--- config.mk ---
export PLATFORM = sky130hd
export DESIGN_NAME = ff_mem_bank_be
export DESIGN_NICKNAME = d
export VERILOG_FILES = /design/src/rtl/ff_mem_bank_be.sv
export SDC_FILE = /design/constraint.sdc
export NUM_CORES = 1
export LEC_CHECK = 0
export ABC_AREA = 1
export BUFFER_PORTS_ARGS = -buffer_cell sky130_fd_sc_hd__buf_2
export CELL_PAD_IN_SITES_DETAIL_PLACEMENT = 2
export CELL_PAD_IN_SITES_GLOBAL_PLACEMENT = 2
export CORE_ASPECT_RATIO = 1.1
export CORE_MARGIN = 2
export CORE_UTILIZATION = 37
export CTS_BUF_LIST = sky130_fd_sc_hd__clkbuf_4 sky130_fd_sc_hd__clkbuf_8
export CTS_CLUSTER_SIZE = 8
export DETAILED_ROUTE_END_ITERATION = 8
export PLACE_DENSITY = 0.79
export SLEW_MARGIN = 5
export SYNTH_ARGS = -nofsm -noshare
export SYNTH_HDL_FRONTEND = slang
export SYNTH_SLANG_ARGS = --single-unit
--- constraint.sdc ---
create_clock -name clk -period 2 [get_ports clk]
set_clock_uncertainty 0.05 [all_clocks]
set_input_delay 0.6 -clock clk [delete_from_list [all_inputs] [get_ports clk]]
set_output_delay 0.6 -clock clk [all_outputs]
set_load 0.1 [all_outputs]
--- src/rtl/ff_mem_bank_be.sv ---
`default_nettype none
// ============================================================================
// Module   : ff_mem_bank_be
// Purpose  : Flip-flop memory bank, one write port with byte enables and one
//            registered read port. Configurable read/write collision policy,
//            out-of-range pulse and sticky error flag.
// Revision : 1.0 - initial release
// ============================================================================
module ff_mem_bank_be #(
    parameter int DATA_W        = 32,
    parameter int DEPTH         = 16,
    parameter int ADDR_W        = $clog2(DEPTH),
    parameter int WRITE_THROUGH = 1
) (
    input  logic                  clk,
    input  logic                  resetn,
    input  logic                  wr_en,
    input  logic [ADDR_W-1:0]     wr_addr,
    input  logic [DATA_W-1:0]     wr_data,
    input  logic [DATA_W/8-1:0]   wr_be,
    input  logic                  rd_en,
    input  logic [ADDR_W-1:0]     rd_addr,
    output logic [DATA_W-1:0]     rd_data,
    output logic                  rd_valid,
    output logic                  err_oob,
    output logic                  err_sticky,
    input  logic                  err_clr
);

    localparam int              NB      = DATA_W / 8;
    localparam logic [ADDR_W:0] DEPTH_L = (ADDR_W + 1)'(DEPTH);

    // Reject illegal configurations at elaboration time.
    generate
        if ((DATA_W % 8) != 0) begin : g_chk_width
            $error("ff_mem_bank_be: DATA_W must be a multiple of 8");
        end
        if (DEPTH < 2) begin : g_chk_depth
            $error("ff_mem_bank_be: DEPTH must be at least 2");
        end
        if ((2 ** ADDR_W) < DEPTH) begin : g_chk_addr
            $error("ff_mem_bank_be: ADDR_W too small for DEPTH");
        end
    endgenerate

    logic              wr_in_range;
    logic              rd_in_range;
    logic              wr_ok;
    logic              rd_ok;
    logic              hit;
    logic              oob;
    logic [DEPTH-1:0]  wr_sel;
    logic [DATA_W-1:0] rd_next;
    logic [DATA_W-1:0] mem [DEPTH];

    // Range checks compare against the true depth; addresses are never wrapped.
    assign wr_in_range = {1'b0, wr_addr} < DEPTH_L;
    assign rd_in_range = {1'b0, rd_addr} < DEPTH_L;
    assign wr_ok       = wr_en && wr_in_range;
    assign rd_ok       = rd_en && rd_in_range;
    assign hit         = wr_ok && rd_ok && (wr_addr == rd_addr);
    assign oob         = (wr_en && !wr_in_range) || (rd_en && !rd_in_range);

    // One-hot word select for the write port.
    generate
        for (genvar w = 0; w < DEPTH; w++) begin : g_dec
            assign wr_sel[w] = wr_ok && (wr_addr == ADDR_W'(w));
        end
    endgenerate

    // Storage: byte-lane updates on the selected word, full clear on reset.
    always_ff @(posedge clk or negedge resetn) begin
        if (!resetn) begin
            for (int w = 0; w < DEPTH; w++) begin
                mem[w] <= '0;
            end
        end else begin
            for (int w = 0; w < DEPTH; w++) begin
                for (int b = 0; b < NB; b++) begin
                    if (wr_sel[w] && wr_be[b]) begin
                        mem[w][b*8 +: 8] <= wr_data[b*8 +: 8];
                    end
                end
            end
        end
    end

    // Read word selection; a colliding write is forwarded lane by lane when
    // write-through is enabled, otherwise the pre-write word is returned.
    always_comb begin
        rd_next = '0;
        if (rd_ok) begin
            rd_next = mem[rd_addr];
            if ((WRITE_THROUGH != 0) && hit) begin
                for (int b = 0; b < NB; b++) begin
                    if (wr_be[b]) begin
                        rd_next[b*8 +: 8] = wr_data[b*8 +: 8];
                    end
                end
            end
        end
    end

    // Registered read response and error flags; set beats clear on the sticky bit.
    always_ff @(posedge clk or negedge resetn) begin
        if (!resetn) begin
            rd_data    <= '0;
            rd_valid   <= 1'b0;
            err_oob    <= 1'b0;
            err_sticky <= 1'b0;
        end else begin
            rd_data  <= rd_next;
            rd_valid <= rd_en;
            err_oob  <= oob;
            if (oob) begin
                err_sticky <= 1'b1;
            end else if (err_clr) begin
                err_sticky <= 1'b0;
            end
        end
    end

endmodule
`default_nettype wire

# Word-level counts from Yosys, hierarchy flattened
# Cells that the tools add are included.
totals:
  regBits: 545
  out_inout_bits: 35
  inputBits: 49
classes:
  magnitude_cmp: 1
  n_eq_ne: 16
  mux: 9
  n_reduce_logical: 83
  n_bitwise: 1
ops:
  columns: ["operator", "count"]
  rows:
  - ["$bmux W32 S4", 1]
  - ["$mux W32", 4]
  - ["$logic_and A1 B1 Y1", 82]
  - ["$eq A4 B4 Y1 const B", 8]
  - ["$mux W8", 4]
  - ["$eq A4 B3 Y1 const B", 4]
  - ["$eq A4 B2 Y1 const B", 2]
  - ["$ge A5 B5 Y1 const B", 1]
  - ["$not A4 Y5", 1]
  - ["$eq A4 B1 Y1 const B", 1]
  - ["$eq A4 B4 Y1", 1]
  - ["$logic_not A4 Y1", 1]

# Logic depth before layout (Yosys ltp)
# Gate-level depths: netlist of the first run.
depth:
  depth_word: 7
  mapped_depth: 12
  ltp_nobuf: 9

# Worst setup path after synthesis of the first run
# No wires, ideal clock.
synth_timing:
  kind: "input-to-reg"
  startpoint: "in rd_addr[0]"
  endpoint: "reg rd_data[14]"
  setup_ps: 113
  t_arrival_ps: 1682
  slack_ps: 155
  path_stages: 11
  path_cell_list: "buf_2 -> inv_1 -> buf_2 -> clkbuf_1 -> nand2_1 -> nand3_1 -> nand3_1 -> nand3_1 -> nand3_1 -> nand2_1 -> inv_1"
synth_via:
  elab_chain_cells: 7
  word_cells_on_any_way: 9
  cone_classes: "eq/ne (1); mux (6); bitwise (1); reduce/logical (1)"
synth_rtl:
  columns: ["item", "line_no", "source"]
  rows:
  - ["start: declaration", "22", "input logic [ADDR_W-1:0] rd_addr,"]
  - ["$not A4 Y5 (implied by the code)", "93", "rd_next = mem[rd_addr];"]
  - ["$bmux W32 S4", "93", null]
  - ["$mux W32 (implied by the code) (2 in a row)", "93", null]
  - ["$mux W8", "96", "if (wr_be[b]) begin"]
  - ["$mux W32 (*)", "94", "if ((WRITE_THROUGH != 0) && hit) begin"]
  - ["$mux W32 (*)", "92", "if (rd_ok) begin"]
  - ["net rd_next[14]", "53", "logic [DATA_W-1:0] rd_next;"]
  - ["end signal: assignment", "112", "rd_data <= rd_next;"]
  - ["end: declaration", "23", "output logic [DATA_W-1:0] rd_data,"]
# The timed path passes the listed nets; every way through them passes the cells marked *. The select of a mux whose other input is x is not followed.
# A chain may end at the register's enable or synchronous reset.

# Worst setup path in the final report of the first run
layout_timing:
  startpoint: "reg rd_data[19]"
  endpoint: "out rd_data[19]"
# No word-level cell between the ends.

==> results of run 1 <==
## report_power, final
| group | total [uW] | leakage (uW) | switching (uW) | internal [uW] |
|---|---|---|---|---|
| Combinational | 6390 | 0.00847 | 4190 | 2200 |
| Sequential | 14300 | 0.00707 | 1290 | 13000 |
| Clock | 11400 | 0.00112 | 5040 | 6400 |
| Total | 32100 | 0.0167 | 10500 | 21600 |
## cells in the final DEF, fill, tap and decap left out
cell,synthesis,layout
buf_12,0,124
buf_2,82,44
buf_4,2,128
buf_6,5,16
buf_8,0,2
clkbuf_4,0,48
clkbuf_8,0,125
clkinv_2,0,2
clkinvlp_4,0,1
conb_1,1,2
dfrtp_1,545,540
dfrtp_2,0,5
diode_2,0,2
dlygate4sd3_1,0,1
inv_1,363,360
inv_2,3,4
inv_4,1,2
inv_8,0,1
nand2_1,1394,1394
nand2_2,3,3
nand2_4,2,2
nand3_1,373,373
nand3_4,10,10
nand4_1,32,32
nor2_1,3,3
nor2_2,3,1
nor2_4,2,4
nor3_2,4,4
nor3_4,3,3
o21ai_0,412,412
o21ai_1,84,84
o21ai_2,16,16
## sequential cells by signal (all words and copies together), names as in the netlist
register,count
mem,512
rd_data,32
rd_valid,1
## cell usage after synthesis
library cell,count,area (um2)
buf_2,82,410.4
buf_6,5,56.30
nand4_1,32,200.2
o21ai_1,84,420.4
nor3_2,4,40.04
buf_1,25,93.84
buf_4,2,15.01
dfrtp_1,545,13640
conb_1,1,3.750
nor2_4,2,22.52
nand3_1,373,1867
o21ai_2,16,140.1
clkbuf_1,113,424.2
nand2_2,3,18.77
inv_4,1,6.260
nand2_1,1394,5233
nor3_4,3,48.80
o21ai_0,412,2062
nor2_1,3,11.26
nand2_4,2,22.52
inv_1,363,1363
nor2_2,3,18.77
nand3_4,10,175.2
inv_2,3,11.26
## layer usage
metal | part of all wire | vias up | global-route usage
li1 | - | 11330 | -
met1 | 0.41 | 13250 | 0.3678
met2 | 0.51 | 665 | 0.5485
met3 | 0.044 | 284 | 0.05198
met4 | 0.037 | 6 | 0.1315
met5 | 0.00029 | - | 0
## cell type report
cell class	count	area, um2
flip-flops and latches	545	13640
inverters	367	1390
clock buffers	172	2067
diodes	2	5.005
multi-input cells	2343	10300
repair buffers	316	3897
clock inverters	3	17.52
fillers	7869	37830
well taps	936	1171
## stage by stage
step	power [uW]	std cells	utilization	hold WS, ns
5_1_grt	33840	4684	0.4620	0.1854
4_1_cts	32300	4682	0.4617	0.1603
3_5_place_dp	20330	4506	0.4275	0.4236
3_3_place_gp	19530	4506	0.4275	0.4143
6_report	32140	4684	0.4620	0.1966
2_1_floorplan	17770	3482	-	0.2544
## repair_timing
action	4_1_cts	5_1_grt
setup endpoints to repair	33	10
endpoints found under the hold margin	27	0
hold buffers	1	0
gates resized for setup	93	5
## kinds of logic (layout without fill, tap and decap cells)
kind of cell	Yosys count	count (layout)	synth area share
buf+inv	594	858	0.09048
compound gates	512	512	0.09971
other cells	1	4	0.0001426
flops	545	545	0.5185
simple gates	1829	1829	0.2911
## worst min path at each step
stage / cells past startpoint / startpoint / to
final: 3 / wr_data[28] / mem[252]
after global routing: 3 / wr_data[29] / mem[253]
after detailed placement: 2 / mem[192] / mem[192]
after floorplan: 0 / resetn / mem[0]
after CTS: 3 / wr_data[29] / mem[253]
after global placement: 2 / mem[250] / mem[250]
==> summary.md, run 1 <==
| Metric | Value |
|---|---|
| Slowest cell on the critical path | dfrtp_2 |
| Worst endpoint required time | 1.35 ns |
| Antenna violations before repair | 6 |
| CP Class | reg -> out |
| CTS Buffer Depth | 3 |
| CTS tree | built |
| Final GP Congestion | 0.8282 |
| Sequential area share after synthesis | 0.5185 |
| Worst path depth | 1 |
| Area of the die | 73,240 um2 |
| Worst Setup SP | rd_data[19] |
| Vias in the first global route | 30,110 |
| Clk pin slew, worst setup/hold paths | 0.07 ns |
| CP Cell Sequence | buf_12 |
| Worst hold path class | in -> reg |
| Avg Inst Size Synth | 7.556 um2 |
| Post-Syn Instances | 3,481 |
| Crit. End Element | output pin |
| Largest net degree at the start of global routing | 67 |
| CP top delay family | flip-flops |
| Unique masters post-synth | 24 |
| Worst Slack Setup Final | -0.03153 ns |
| DR pass1 iterations | 5 |
| # H-tree levels | 3 |
| R2R Setup Slk | 0.65 ns |
| Layout area overhead | 23.53% |
| Worst setup SP type | register |
| Final hold violations | 0 |
| Crit path max fanout | 1 |
| Fmax | 492.2 MHz |
| Drt drc | 0 |
| Post-CTS Setup Bufs | 0 |
| Violated checks | negative setup slack |
| Clk root buf | clkbuf_8 |
| Routed vias/inst | 5.452 |
| Die Height | 283.6 um |
| Actual slew at the worst max-slew pin | 0.5113 ns |
| Tmin final | 2.032 ns |
| Starting density of the core | 0.3740 |
| Synth Cell Area | 26,300 um2 |
| Clock Latency Late Sink | 0.72 ns |
| Die width | 258.2 um |
| # rows | 102 |
| First-pass GRT wire length | 176,100 um |
| Total GRT Usage | 0.3092 |
| Lkg Pwr | 0.01666 uW |
| Final #Nets | 3,721 |
| CTS sink cnt | 545 |
| Routed WL | 112,400 um |
| Status | complete, but fails checks |
| Delay of the slowest cell on the worst path | 0.46 ns |
| RSZ-0062 raised after global routing | yes |
| Max-slew violation count | 0 |
| Worst path bufs/invs | 1 |
| Max cap viols | 0 |
| Via count | 25,540 |
| Worst setup path end | rd_data[19] |
| Reg-to-Reg Start | mem[82] |
| Relative slew slack | 0.6587 |
| Setup-failing EPs final | 3 |
| Number of routed nets with antenna violations | 0 |
| Ports | 84 |
| 1st-iter DRT viols | 1,563 |
| WP data arrival | 1.38 ns |
| Peak supply drop | 0.7038 mV |
| Core area | 70,320 um2 |
| Cts bufs inserted | 99 |
| Share of post-route cells with drive strength above 1 | 0.1455 |
| Total congestion overflow | 0 |
| Avg WL per Cell | 24.00 um |
| IO buf count | 80 |
| Worst reg2reg endpoint | rd_data[18] |
| Setup TNS | -0.04178 ns |
| Setup slack at placement | -0.2994 ns |
| R2r worst-path depth | 8 |
| Crit share post-route | 1.016 |
| Design area | 32,490 um2 |
| Post-DP Area | 30,060 um2 |
| Dpl hpwl | 68,810 um |
| Yosys warnings | 0 |
| Flops & latches, synth | 545 |
| Power Density | 989.1 nW/um2 |
No activity file was read; power rests on OpenSTA's default activity.
==> inputs of run 2 (changes only) <==
--- a/config.mk
+++ b/config.mk
@@ -12,11 +12,10 @@
 export CORE_ASPECT_RATIO = 1.1
 export CORE_MARGIN = 2
 export CORE_UTILIZATION = 37
-export CTS_BUF_LIST = sky130_fd_sc_hd__clkbuf_4 sky130_fd_sc_hd__clkbuf_8
 export CTS_CLUSTER_SIZE = 8
 export DETAILED_ROUTE_END_ITERATION = 8
 export PLACE_DENSITY = 0.79
-export SLEW_MARGIN = 5
+export SLEW_MARGIN = 20
 export SYNTH_ARGS = -nofsm -noshare
 export SYNTH_HDL_FRONTEND = slang
 export SYNTH_SLANG_ARGS = --single-unit
==> run 2 against run 1 <==
Compared with the run above: the run now ends clean; sequential power about the same; fmax up 3.0%; highest routed layer unchanged; final cell count fell by 1.9%; via count is 2.0% lower; first-iteration DRC count fell by 11%; utilization decreased by 0.39 points; total power grew 0.79%; non-clock buffer count did not move; combinational power shrank 3%; largest power group unchanged; sequential share of layout area increased by 0.34 points; setup slack improved by 0.059 ns; critical endpoint is now rd_data[14]; clock-buffer cell count down 87.
==> summary.md, run 2 (synthesis gave the netlist of run 1 again) <==
| Metric | Value |
|---|---|
| Crit share post-route | 0.9861 (-0.02967) |
| 1st-iter DRT viols | 1,384 (-11%) |
| CP Class | reg -> out |
| # rows | 102 (unchanged) |
| Peak supply drop | 0.6835 mV (-2.9%) |
| Total GRT Usage | 0.2968 (-0.01236) |
| Clock Power Share | 0.370 (+0.014) |
| CTS sink cnt | 545 (unchanged) |
| Share of post-route cells with drive strength above 1 | 0.1222 (-0.02326) |
| Vias in the first global route | 29,110 (-3.3%) |
| Relative slew slack | 0.6647 (+0.005987) |
| Crit path max fanout | 1 (unchanged) |
| CP Cell Sequence | buf_4 |
| Final #Nets | 3,700 (-0.56%) |
| DR pass1 iterations | 5 (unchanged) |
| WP data arrival | 1.32 ns (-0.06 ns) |
| Worst Setup SP | rd_data[14] |
| Clk root buf | clkbuf_16 |
| CP top delay family | flip-flops |
| Hold slack | 0.2682 ns (+0.07158 ns) |
| Die Height | 283.6 um (unchanged) |
| Int Pwr | 22,230 uW (+2.8%) |
| Largest net degree at the start of global routing | 67 (unchanged) |
| Layout Utilization | 0.4581 (-0.003932) |
| Actual slew at the worst max-slew pin | 0.5024 ns (-0.008971 ns) |
| Starting density of the core | 0.3740 (unchanged) |
| Via count | 25,040 (-2.0%) |
| Clock Latency Late Sink | 0.63 ns (-0.09 ns) |
| Met1 Usage GRT | 0.3607 (-0.007119) |
| Tmin final | 1.972 ns (-0.05934 ns) |
| Switching fraction of total power | 0.3137 (-0.01349) |
| Cts bufs inserted | 78 (-21%) |
| CTS tree | built |
| Number of routed nets with antenna violations | 0 (unchanged) |
| Worst setup SP type | register |
| Ant. Diodes | 0 (-2) |
| P_sw | 10,160 uW (-3.4%) |
| Commonest non-fill, non-tap cell in the layout | nand2_1 |
| Antenna violations before repair | 3 (-3) |
| Final GP Congestion | 0.8282 (unchanged) |
| # H-tree levels | 3 (unchanged) |
| Routed vias/inst | 5.451 (about the same) |
| Comb power frac | 0.191 (-0.008) |
| Worst Min Path Start | wr_data[28] |
| Power Density | 1005 nW/um2 (+1.7%) |
| Design area | 32,210 um2 (-0.85%) |
| Dpl hpwl | 68,810 um (unchanged) |
| Area of the die | 73,240 um2 (unchanged) |
| Drt drc | 0 (unchanged) |
| Reg-to-Reg Start | mem[112] |
| M2 GR Usage | 0.5362 (-0.01230) |
| Max-slew violation count | 0 (unchanged) |
| Biggest regs | mem x512, rd_data x32, rd_valid x1 |
| Flop pwr share | 0.439 (-0.006) |
| Slowest cell on the critical path | dfrtp_1 |
| Post-DP Area | 30,060 um2 (unchanged) |
| First-pass GRT wire length | 169,100 um (-4.0%) |
| Routed WL | 107,000 um (-4.8%) |
| Largest Register | mem |
| Total congestion overflow | 0 (unchanged) |
| Most frequent cells in the layout | 1,394 x nand2_1, 545 x dfrtp_1, 412 x o21ai_0 |
| Avg WL per Cell | 23.30 um (-2.9%) |
| RSZ-0062 raised after global routing | no |
| Worst endpoint required time | 1.35 ns (about the same) |
| Max cap viols | 0 (unchanged) |
| Post-CTS Setup Bufs | 0 (unchanged) |
| Max reg flops | 512 (unchanged) |
| Final hold violations | 0 (unchanged) |
| Ports | 84 (unchanged) |
| CTS Buffer Depth | 3 (unchanged) |
| Delay of the slowest cell on the worst path | 0.39 ns (-0.07 ns) |
| Die width | 258.2 um (unchanged) |
| Grt peak-use layer | met2 |
| Layout area overhead | 22.48% |
| IO buf count | 80 (unchanged) |
| Setup-failing EPs final | 0 (-3) |
| Core area | 70,320 um2 (unchanged) |
| Fmax | 507.1 MHz (+3.0%) |
| Crit. End Element | output pin |
| Worst path bufs/invs | 1 (unchanged) |
| Clk pin slew, worst setup/hold paths | 0.05 ns (-0.02 ns) |
| Worst hold path class | in -> reg |
| Lkg Pwr | 0.01650 uW (-1.0%) |
| Met3 Use GR | 0.04091 (-0.01108) |
| Status | complete, no violations |
-- run 2: cell count changes in the layout (fill, tap and decap cells not counted), moves of 5 or more --
cell       previous run  this run
buf_6                16         4
buf_4               128       155
dfrtp_2               5         0
buf_12              124       110
clkbuf_8            125         1
clkbuf_16             0        81
clkbuf_4             48         0
dfrtp_1             540       545
-- run 2: final timing paths --
path                            slack [ns]     endpoint  cells after the start
worst max register to register        0.66  rd_data[16]                      8
worst max-delay path                  0.03  rd_data[14]                      1
worst min-delay path                  0.27     mem[252]                      3
max in group asynchronous             0.67     mem[471]                      4
worst min register to register        0.43      mem[10]                      2
min in group asynchronous             0.42      mem[36]                      2
-- run 2: stage by stage --
| step | std cells | worst slack [ns] | setup TNS (ns) | power (uW) |
|---|---|---|---|---|
| after floorplan | 3482 | 0.1549 | 0 | 17770 |
| after global placement | 4506 | -0.1314 | -15.29 | 19530 |
| after detailed placement | 4506 | -0.2994 | -61.40 | 20330 |
| after CTS | 4593 | 0.003752 | 0 | 32690 |
| after global routing | 4593 | 0.01119 | 0 | 34090 |
| final | 4593 | 0.02782 | 0 | 32390 |
-- run 2: per-layer routing --
metal / share of wire / routed length [um]
met3: 0.036 / 3892
met1: 0.41 / 44390
met5: 0.00018 / 19
met2: 0.52 / 55520
met4: 0.030 / 3218
-- run 2: final cells by class --
type / instances / area [um2]
Clock buffer: 85 / 2042
Fill cell: 7816 / 38110
Sequential cell: 545 / 13640
Tap cell: 936 / 1171
Multi-Input combinational cell: 2343 / 10300
Timing Repair Buffer: 316 / 3670
Inverter: 367 / 1390
Clock inverter: 1 / 5.005
-- run 2: what timing repair did --
item                                    in CTS  in global routing
hold buffers                                 1                  0
hold endpoints to repair                    25                  0
endpoints found under the setup margin      33                  0
resized for setup                           37                  0
-- run 2: power groups by stage --
stage	Sequential, uW	Clock [uW]	Combinational [uW]
6_report	14200	12000	6190
5_1_grt	14500	12600	6990
4_1_cts	14200	12200	6250
3_5_place_dp	14300	0	5990
3_3_place_gp	14100	0	5420
2_1_floorplan	14300	0	3430
